==> config.mk <==
export PLATFORM = sky130hd
export DESIGN_NAME = regs_file_mp
export DESIGN_NICKNAME = d
export VERILOG_FILES = /design/src/rtl/regs_file_mp.sv
export SDC_FILE = /design/constraint.sdc
export NUM_CORES = 2
export LEC_CHECK = 0
export CELL_PAD_IN_SITES_DETAIL_PLACEMENT = 0
export CELL_PAD_IN_SITES_GLOBAL_PLACEMENT = 1
export CORE_MARGIN = 5
export CORE_UTILIZATION = 35
export DETAILED_ROUTE_END_ITERATION = 7
export PLACE_DENSITY = 0.66
export SYNTH_ARGS = -nofsm -noshare
export SYNTH_HDL_FRONTEND = slang
export SYNTH_SLANG_ARGS = --single-unit
==> constraint.sdc <==
create_clock -name clk -period 2.5 [get_ports clk]
set_clock_uncertainty 0.1 [all_clocks]
set_input_delay 0.375 -clock clk [delete_from_list [all_inputs] [get_ports clk]]
set_output_delay 0.375 -clock clk [all_outputs]
set_load 0.02 [all_outputs]
==> src/rtl/regs_file_mp.sv <==
// Multi-read-port integer register file with write bypass, busy scoreboard
// and a registered commit-trace port for the pipelined RV32 core.
module regs_file_mp #(
  parameter int unsigned DATA_WIDTH = 32,
  parameter int unsigned ADDR_WIDTH = 32,
  parameter int unsigned NUM_REGS   = 32,
  parameter int unsigned NUM_READ   = 2,
  parameter int unsigned BYPASS     = 1,
  parameter int unsigned PC_DELAY   = 3,
  parameter int unsigned PC_ADJ     = 4,
  localparam int unsigned RNW       = $clog2(NUM_REGS)
) (
  input  logic                           clk,
  input  logic                           reset,
  input  logic [ADDR_WIDTH-1:0]          pc,
  input  logic                           reg_write_enable,
  input  logic [RNW-1:0]                 reg_write_num,
  input  logic [DATA_WIDTH-1:0]          reg_write_data,
  input  logic [NUM_READ*RNW-1:0]        reg_read_num,
  output logic [NUM_READ*DATA_WIDTH-1:0] reg_read_data,
  output logic [NUM_READ-1:0]            reg_read_busy,
  input  logic                           sb_set_en,
  input  logic [RNW-1:0]                 sb_set_num,
  output logic                           trace_valid,
  output logic [ADDR_WIDTH-1:0]          trace_pc,
  output logic [RNW-1:0]                 trace_rd,
  output logic [DATA_WIDTH-1:0]          trace_data
);

  // PC history is a flat shift line; slot k (1..PC_DELAY) sits at [(k-1)*ADDR_WIDTH +: ADDR_WIDTH]
  localparam int unsigned HW = PC_DELAY * ADDR_WIDTH;

  logic [NUM_REGS-1:0][DATA_WIDTH-1:0] regs_q, regs_d;
  logic [NUM_REGS-1:0]                 busy_q, busy_d;
  logic [HW-1:0]                       pc_hist_q, pc_hist_d;
  logic                                trace_valid_q, trace_valid_d;
  logic [ADDR_WIDTH-1:0]               trace_pc_q, trace_pc_d;
  logic [RNW-1:0]                      trace_rd_q, trace_rd_d;
  logic [DATA_WIDTH-1:0]               trace_data_q, trace_data_d;
  logic                                wr_acc_c;

  // A write is architecturally accepted only outside reset and never for x0
  always_comb begin
    wr_acc_c = reg_write_enable && (reg_write_num != '0) && !reset;
  end

  // Next-state: register write, scoreboard, PC history and trace capture
  always_comb begin
    regs_d        = regs_q;
    busy_d        = busy_q;
    pc_hist_d     = HW'({pc_hist_q, pc});
    trace_valid_d = 1'b0;
    trace_pc_d    = trace_pc_q;
    trace_rd_d    = trace_rd_q;
    trace_data_d  = trace_data_q;

    if (wr_acc_c) begin
      regs_d[reg_write_num] = reg_write_data;
      busy_d[reg_write_num] = 1'b0;
      trace_valid_d         = 1'b1;
      trace_rd_d            = reg_write_num;
      trace_data_d          = reg_write_data;
      trace_pc_d            = pc_hist_q[(PC_DELAY-1)*ADDR_WIDTH +: ADDR_WIDTH] - ADDR_WIDTH'(PC_ADJ);
    end

    // Set applied after clear so a same-cycle set wins
    if (sb_set_en && (sb_set_num != '0)) begin
      busy_d[sb_set_num] = 1'b1;
    end

    regs_d[0] = '0;
    busy_d[0] = 1'b0;

    if (reset) begin
      regs_d        = '0;
      busy_d        = '0;
      pc_hist_d     = '0;
      trace_valid_d = 1'b0;
      trace_pc_d    = '0;
      trace_rd_d    = '0;
      trace_data_d  = '0;
    end
  end

  // State registers
  always_ff @(posedge clk) begin
    regs_q        <= regs_d;
    busy_q        <= busy_d;
    pc_hist_q     <= pc_hist_d;
    trace_valid_q <= trace_valid_d;
    trace_pc_q    <= trace_pc_d;
    trace_rd_q    <= trace_rd_d;
    trace_data_q  <= trace_data_d;
  end

  // Combinational read ports with optional write-through bypass
  for (genvar p = 0; p < NUM_READ; p++) begin : g_rd
    logic [RNW-1:0] idx_c;

    // Per-port data and busy lookup
    always_comb begin
      idx_c = reg_read_num[p*RNW +: RNW];
      reg_read_busy[p] = busy_q[idx_c];
      if (idx_c == '0) begin
        reg_read_data[p*DATA_WIDTH +: DATA_WIDTH] = '0;
      end else if ((BYPASS != 0) && reg_write_enable && (idx_c == reg_write_num)) begin
        reg_read_data[p*DATA_WIDTH +: DATA_WIDTH] = reg_write_data;
      end else begin
        reg_read_data[p*DATA_WIDTH +: DATA_WIDTH] = regs_q[idx_c];
      end
    end
  end

  assign trace_valid = trace_valid_q;
  assign trace_pc    = trace_pc_q;
  assign trace_rd    = trace_rd_q;
  assign trace_data  = trace_data_q;

endmodule

== After elaboration in Yosys (flattened, before gate mapping) ==
Cells that the tools add are included.

* Add/subtract/negate cells: 1
* Magnitude comparators: 6
* Equal/unequal tests: 2
* Multiplexer cells: 22
* Bitwise logic cells: 3
* Reduce and logical (&&, ||, !) cells: 12

{| class="wikitable"
|+ Operator list
! kind !! number
|-
| bitwise mux 1024 bit || 1
|-
| binary-select mux 32 bit (select 5 bit) || 2
|-
| 2-to-1 mux 32 bit || 9
|-
| demux 32 bit (select 5 bit) || 1
|-
| AND 32 bit || 1
|-
| inverter 32 bit || 1
|-
| bitwise OR 32 bit || 1
|-
| subtractor 32 x 3 -> 32 bit, second input constant || 1
|-
| less-than comparator 5 x 6 -> 1 bit, second input constant || 4
|-
| binary-select mux 1 bit (select 5 bit) || 2
|-
| demux 1 bit (select 5 bit) || 2
|-
| equality test 5 bit || 2
|-
| greater-or-equal comparator 5 x 1 -> 1 bit, second input constant || 2
|-
| zero test 5 bit || 2
|-
| nonzero test 5 bit || 2
|-
| logical AND 1 bit || 7
|-
| 2-to-1 mux 1 bit || 5
|-
| zero test 1 bit || 1
|}

* Bits in registers: 1222
* Output and inout bits: 136
* Word-level logic and storage cells: 85

== Depth between registers and ports, before layout ==
* Word-level depth: 9
* Mapped depth: 10
* Mapped depth without buffers: 7

== Worst setup path after synthesis ==
Ideal clock, no wire load.

* Path type: input port to output port
* From: input reg_read_num[0]
* To: output reg_read_data[5]
* Data arrival time: 2362 ps
* Slack: -337 ps
* Cell stages on the path: 8
* Buffers on the path: 3
* Path through: buf_2 nor2b_1 clkbuf_1 clkbuf_1 a22o_1 mux4_2 nor2_1 o41ai_1

* Cells in the longest elaborated chain, start to end: 4

{| class="wikitable"
|+ RTL lines
! element !! RTL line !! text
|-
| start: declaration || 19 || <nowiki>input logic [NUM_READ*RNW-1:0] reg_read_num,</nowiki>
|-
| binary-select mux 32 bit (select 5 bit) / equality test 5 bit (equally long branches) || 109, 106 ||
|-
| 2-to-1 mux 32 bit (not written as such) / logical AND 1 bit (equally long branches) || 109, 106 ||
|-
| 2-to-1 mux 32 bit || 106 || <nowiki>end else if ((BYPASS != 0) && reg_write_enable && (idx_c == reg_write_num)) begin</nowiki>
|-
| 2-to-1 mux 32 bit * || 104 || <nowiki>if (idx_c == '0) begin</nowiki>
|-
| end: declaration || 20 || <nowiki>output logic [NUM_READ*DATA_WIDTH-1:0] reg_read_data,</nowiki>
|}

Mark *: on every way between the ends. The rest lies on a longest branch, timed or not. The select of a mux whose other input is x is not followed.

== Final worst setup path ==
* From: register regs_q[876] (netlist name)
* To: output reg_read_data[44]

* Cells in the longest elaborated chain, start to end: 4

{| class="wikitable"
|+ RTL lines
! element !! RTL line !! text
|-
| start: declaration || 33 || <nowiki>logic [NUM_REGS-1:0][DATA_WIDTH-1:0] regs_q, regs_d;</nowiki>
|-
| start signal: assignment || 87 || <nowiki>regs_q <= regs_d;</nowiki>
|-
| binary-select mux 32 bit (select 5 bit) || 109 || <nowiki>reg_read_data[p*DATA_WIDTH +: DATA_WIDTH] = regs_q[idx_c];</nowiki>
|-
| 2-to-1 mux 32 bit (not written as such) || 109 ||
|-
| 2-to-1 mux 32 bit || 106 ||
|-
| 2-to-1 mux 32 bit || 104 ||
|}

Every way passes these cells. The select of a mux whose other input is x is not followed.

==> key figures <==
Layout
  – Finished Cell Area: just under 80000 um2
  – Final Instance Count excl. Fillers: around 9.5k
  – Share of cells above drive strength 1: roughly a third
  – Fin util: 47.4%
  – Fill cells: 15.2k
  – Total Nets Final: 7311
  – Most common cell after layout, fill and taps aside: nand2_1
  – Commonest cells after routing, fill and taps aside: nand2_1, a21oi_1, dfxtp_1, buf_4, mux4_2
  – P&R area growth vs syn: 34.4%

Drt
  – Top sig layer: met5
  – Antenna Nets Post-Route: 0
  – Initial DRC count: between 6k and 7k
  – Detail Route met3 WL: 24500 um
  – Residual DRC: 0
  – Via count: roughly 55k
  – M1 wire length: 104000 um
  – Vias per cell: 5.75
  – Wire per inst: 27.4 um
  – Metal2 WL: 116000 um
  – Wirelength, routed: 260000 um
  – Detailed Routing Iterations Pass 1: 6

Flow run
  – Max cap viols: 0

Yosys
  – Yosys reg bits: 1189
  – Ys async rst share: 0%
  – Avg Cell Area, Syn: 8.87 um2
  – Syn Nets: 6579
  – Synth Cell Area: 57600 um2
  – Area share of the largest cell type after synthesis: about two fifths
  – Ys Warns: 0
  – Top_reg_cell synth: dfxtp_1
  – Synth top area cells: dfxtp_1, mux4_2, nand2_1, a21oi_1, clkbuf_1
  – Sequential fraction of the synthesis area: 41.3%
  – Number of flops mapped to enable cells by yosys: 0
  – Dominant cell type by area after synthesis: dfxtp_1
  – Synthesized instance count: 6490
  – Post-synth cell types: 59

Timing
  – Setup TNS Final: -41.06 ns
  – Fmax: 292 MHz
  – Final WS setup: -0.919 ns
  – Fin crit period: 3.42 ns
  – Slew @ Worst Pin: 1.16 ns
  – Hold Vio Cnt, Final: 0
  – Slew headroom: a little under a quarter
  – RSZ-0062 raised after global routing: true
  – Slew Limit Fails: 0
  – Final period utilization: 137%
  – Final setup vio count: 66

Critical path
  – CP Class: reg2out
  – Worst setup path startpoint: regs_q[876]
  – Startpoint types: flop
  – Worst EP arrival: 2.94 ns
  – Crit. End Element: output port
  – Crit path required time: approximately 2 ns
  – Launching point of the worst reg2reg path: pc_hist_q[66]
  – Crit Path Max Fanout: 2

Hold path
  – Hold Path Origin: pc[30]
  – Hold crit path type: in2reg

Floorplanning
  – DIE HEIGHT: 416 um
  – Chip width: roughly 420 um
  – Initial Utilization: 35.3%
  – Ports: approximately 220
  – # rows: 148
  – CORE AREA: 163000 um2
  – Die area: 173000 um2

Power
  – Power per cell area: approximately 600 nW/um2
  – Leak: 27.5 nW
  – Max IR drop VDD: between 0.0007 and 0.0008 V

CTS
  – Clk buf depth: 3
  – H-tree Lvls: 4
  – Clock latency on the worst-skew pair: a little over 0.8 ns
  – Clock-pin slew of the registers on the worst-case setup and hold paths: 0.07 ns
  – Sink Count: 1189
  – Num CTS Buffers: between 100 and 150
  – CTS root buf: clkbuf_16
  – TritonCTS clock tree: done

Placed design
  – Cell total after placement: 9140
  – RD Place Congestion: 0.946
  – Detailed Place HPWL: 175000 um
  – PortBufs: 223
  – Placed Area: 69600 um2
  – Pre-CTS WS: -1.24 ns

GRT
  – Largest net degree at the start of global routing: 187
  – Initial antenna violation count: 9
  – GRT overflow: 0
  – First-pass GRT wire length: 374000 um
  – GR Util All Layers: 29.0%
  – Vias in the first global route: 52.3k

Status
  – Outcome: finished, violations left
  – Failing checks: setup timing
-- cell type report --
cell class              instances  area, um2  area share, %
well taps                    2175       2720           3.52
inverters                       7       26.3         0.0340
flip-flops and latches       1189      24000           31.0
multi-input cells            4625      32800           42.4
clock inverters                49        802           1.04
repair buffers               1258      12900           16.7
clock buffers                 202       4090           5.28
diodes                          2       5.00        0.00647
-- where the power goes --
part	internal (W)	total [W]	switching, W
Sequential	0.0192	0.0193	0.000121
Combinational	0.00217	0.00538	0.00321
Clock	0.0124	0.0216	0.00918
-- per-layer routing --
metal  GRT usage, %  vias to the layer above
li1               -                    24083
met1           38.7                    27037
met2           44.6                     2916
met3           6.11                      617
met4           14.5                        2
met5              0                        -
-- sequential cells by signal, indices dropped and copies added, names as in the netlist --
register and cells:
pc_hist_q 96, trace_pc 32, trace_data 32, trace_valid 1, regs_q 992, trace_rd 5, busy_q 31
-- cell families after synthesis --
logic type                 synth area share, %
muxes                                     21.4
DFF                                       41.3
and+or+nand+nor                           18.0
AOI/OAI and AO/OA                         13.7
adders and majority gates               0.0217
buffers and inverters                     5.01
xor gates and xnor gates                 0.532
-- worst max-delay path: stages (launching register included) --
cell,delay (ns)
dfxtp_2,0.33
mux4_2,0.51
mux4_2,0.55
nor2b_4,0.16
a211o_1,0.29
buf_12,0.16
buf_8,0.12
-- through the flow --
step	total power, W	hold WS, ns
finish	0.0463	0.0488
global route	0.0475	0.0231
CTS	0.0464	0.00580
detailed placement	0.0246	0.321
global placement	0.0246	0.316
floorplan	0.0222	0.314
-- final timing paths --
path / endpoint / slack (ns) / depth (start not counted)
setup / recovery: reg_read_data[44] / -0.92 / 6
hold / removal: pc_hist_q[30] / 0.05 / 2
setup reg to reg: trace_pc[22] / 0.25 / 7
hold reg to reg: pc_hist_q[89] / 0.33 / 1
-- synth_stat cells (all sizes together) (21+ instances only) --
cell type,number
a211o,27
a21oi,1061
nor2,166
a22o,35
buf,191
a22oi,56
a221oi,28
clkbuf,478
dfxtp,1189
o21ai,50
mux2,62
nand2,2177
o41ai,22
a211oi,26
mux4,506
nor2b,126
o22ai,70
mux2i,25
xnor2,21
-- what timing repair did --
action                                  CTS  global route
hold buffers                             37             0
setup buffers                            54            30
cloned                                    4             2
pin swaps                               119            63
endpoints found under the hold margin   115             0
gates resized for setup                 509           163
endpoints found under the setup margin   68            66
Power figures use the tool's default switching activity.
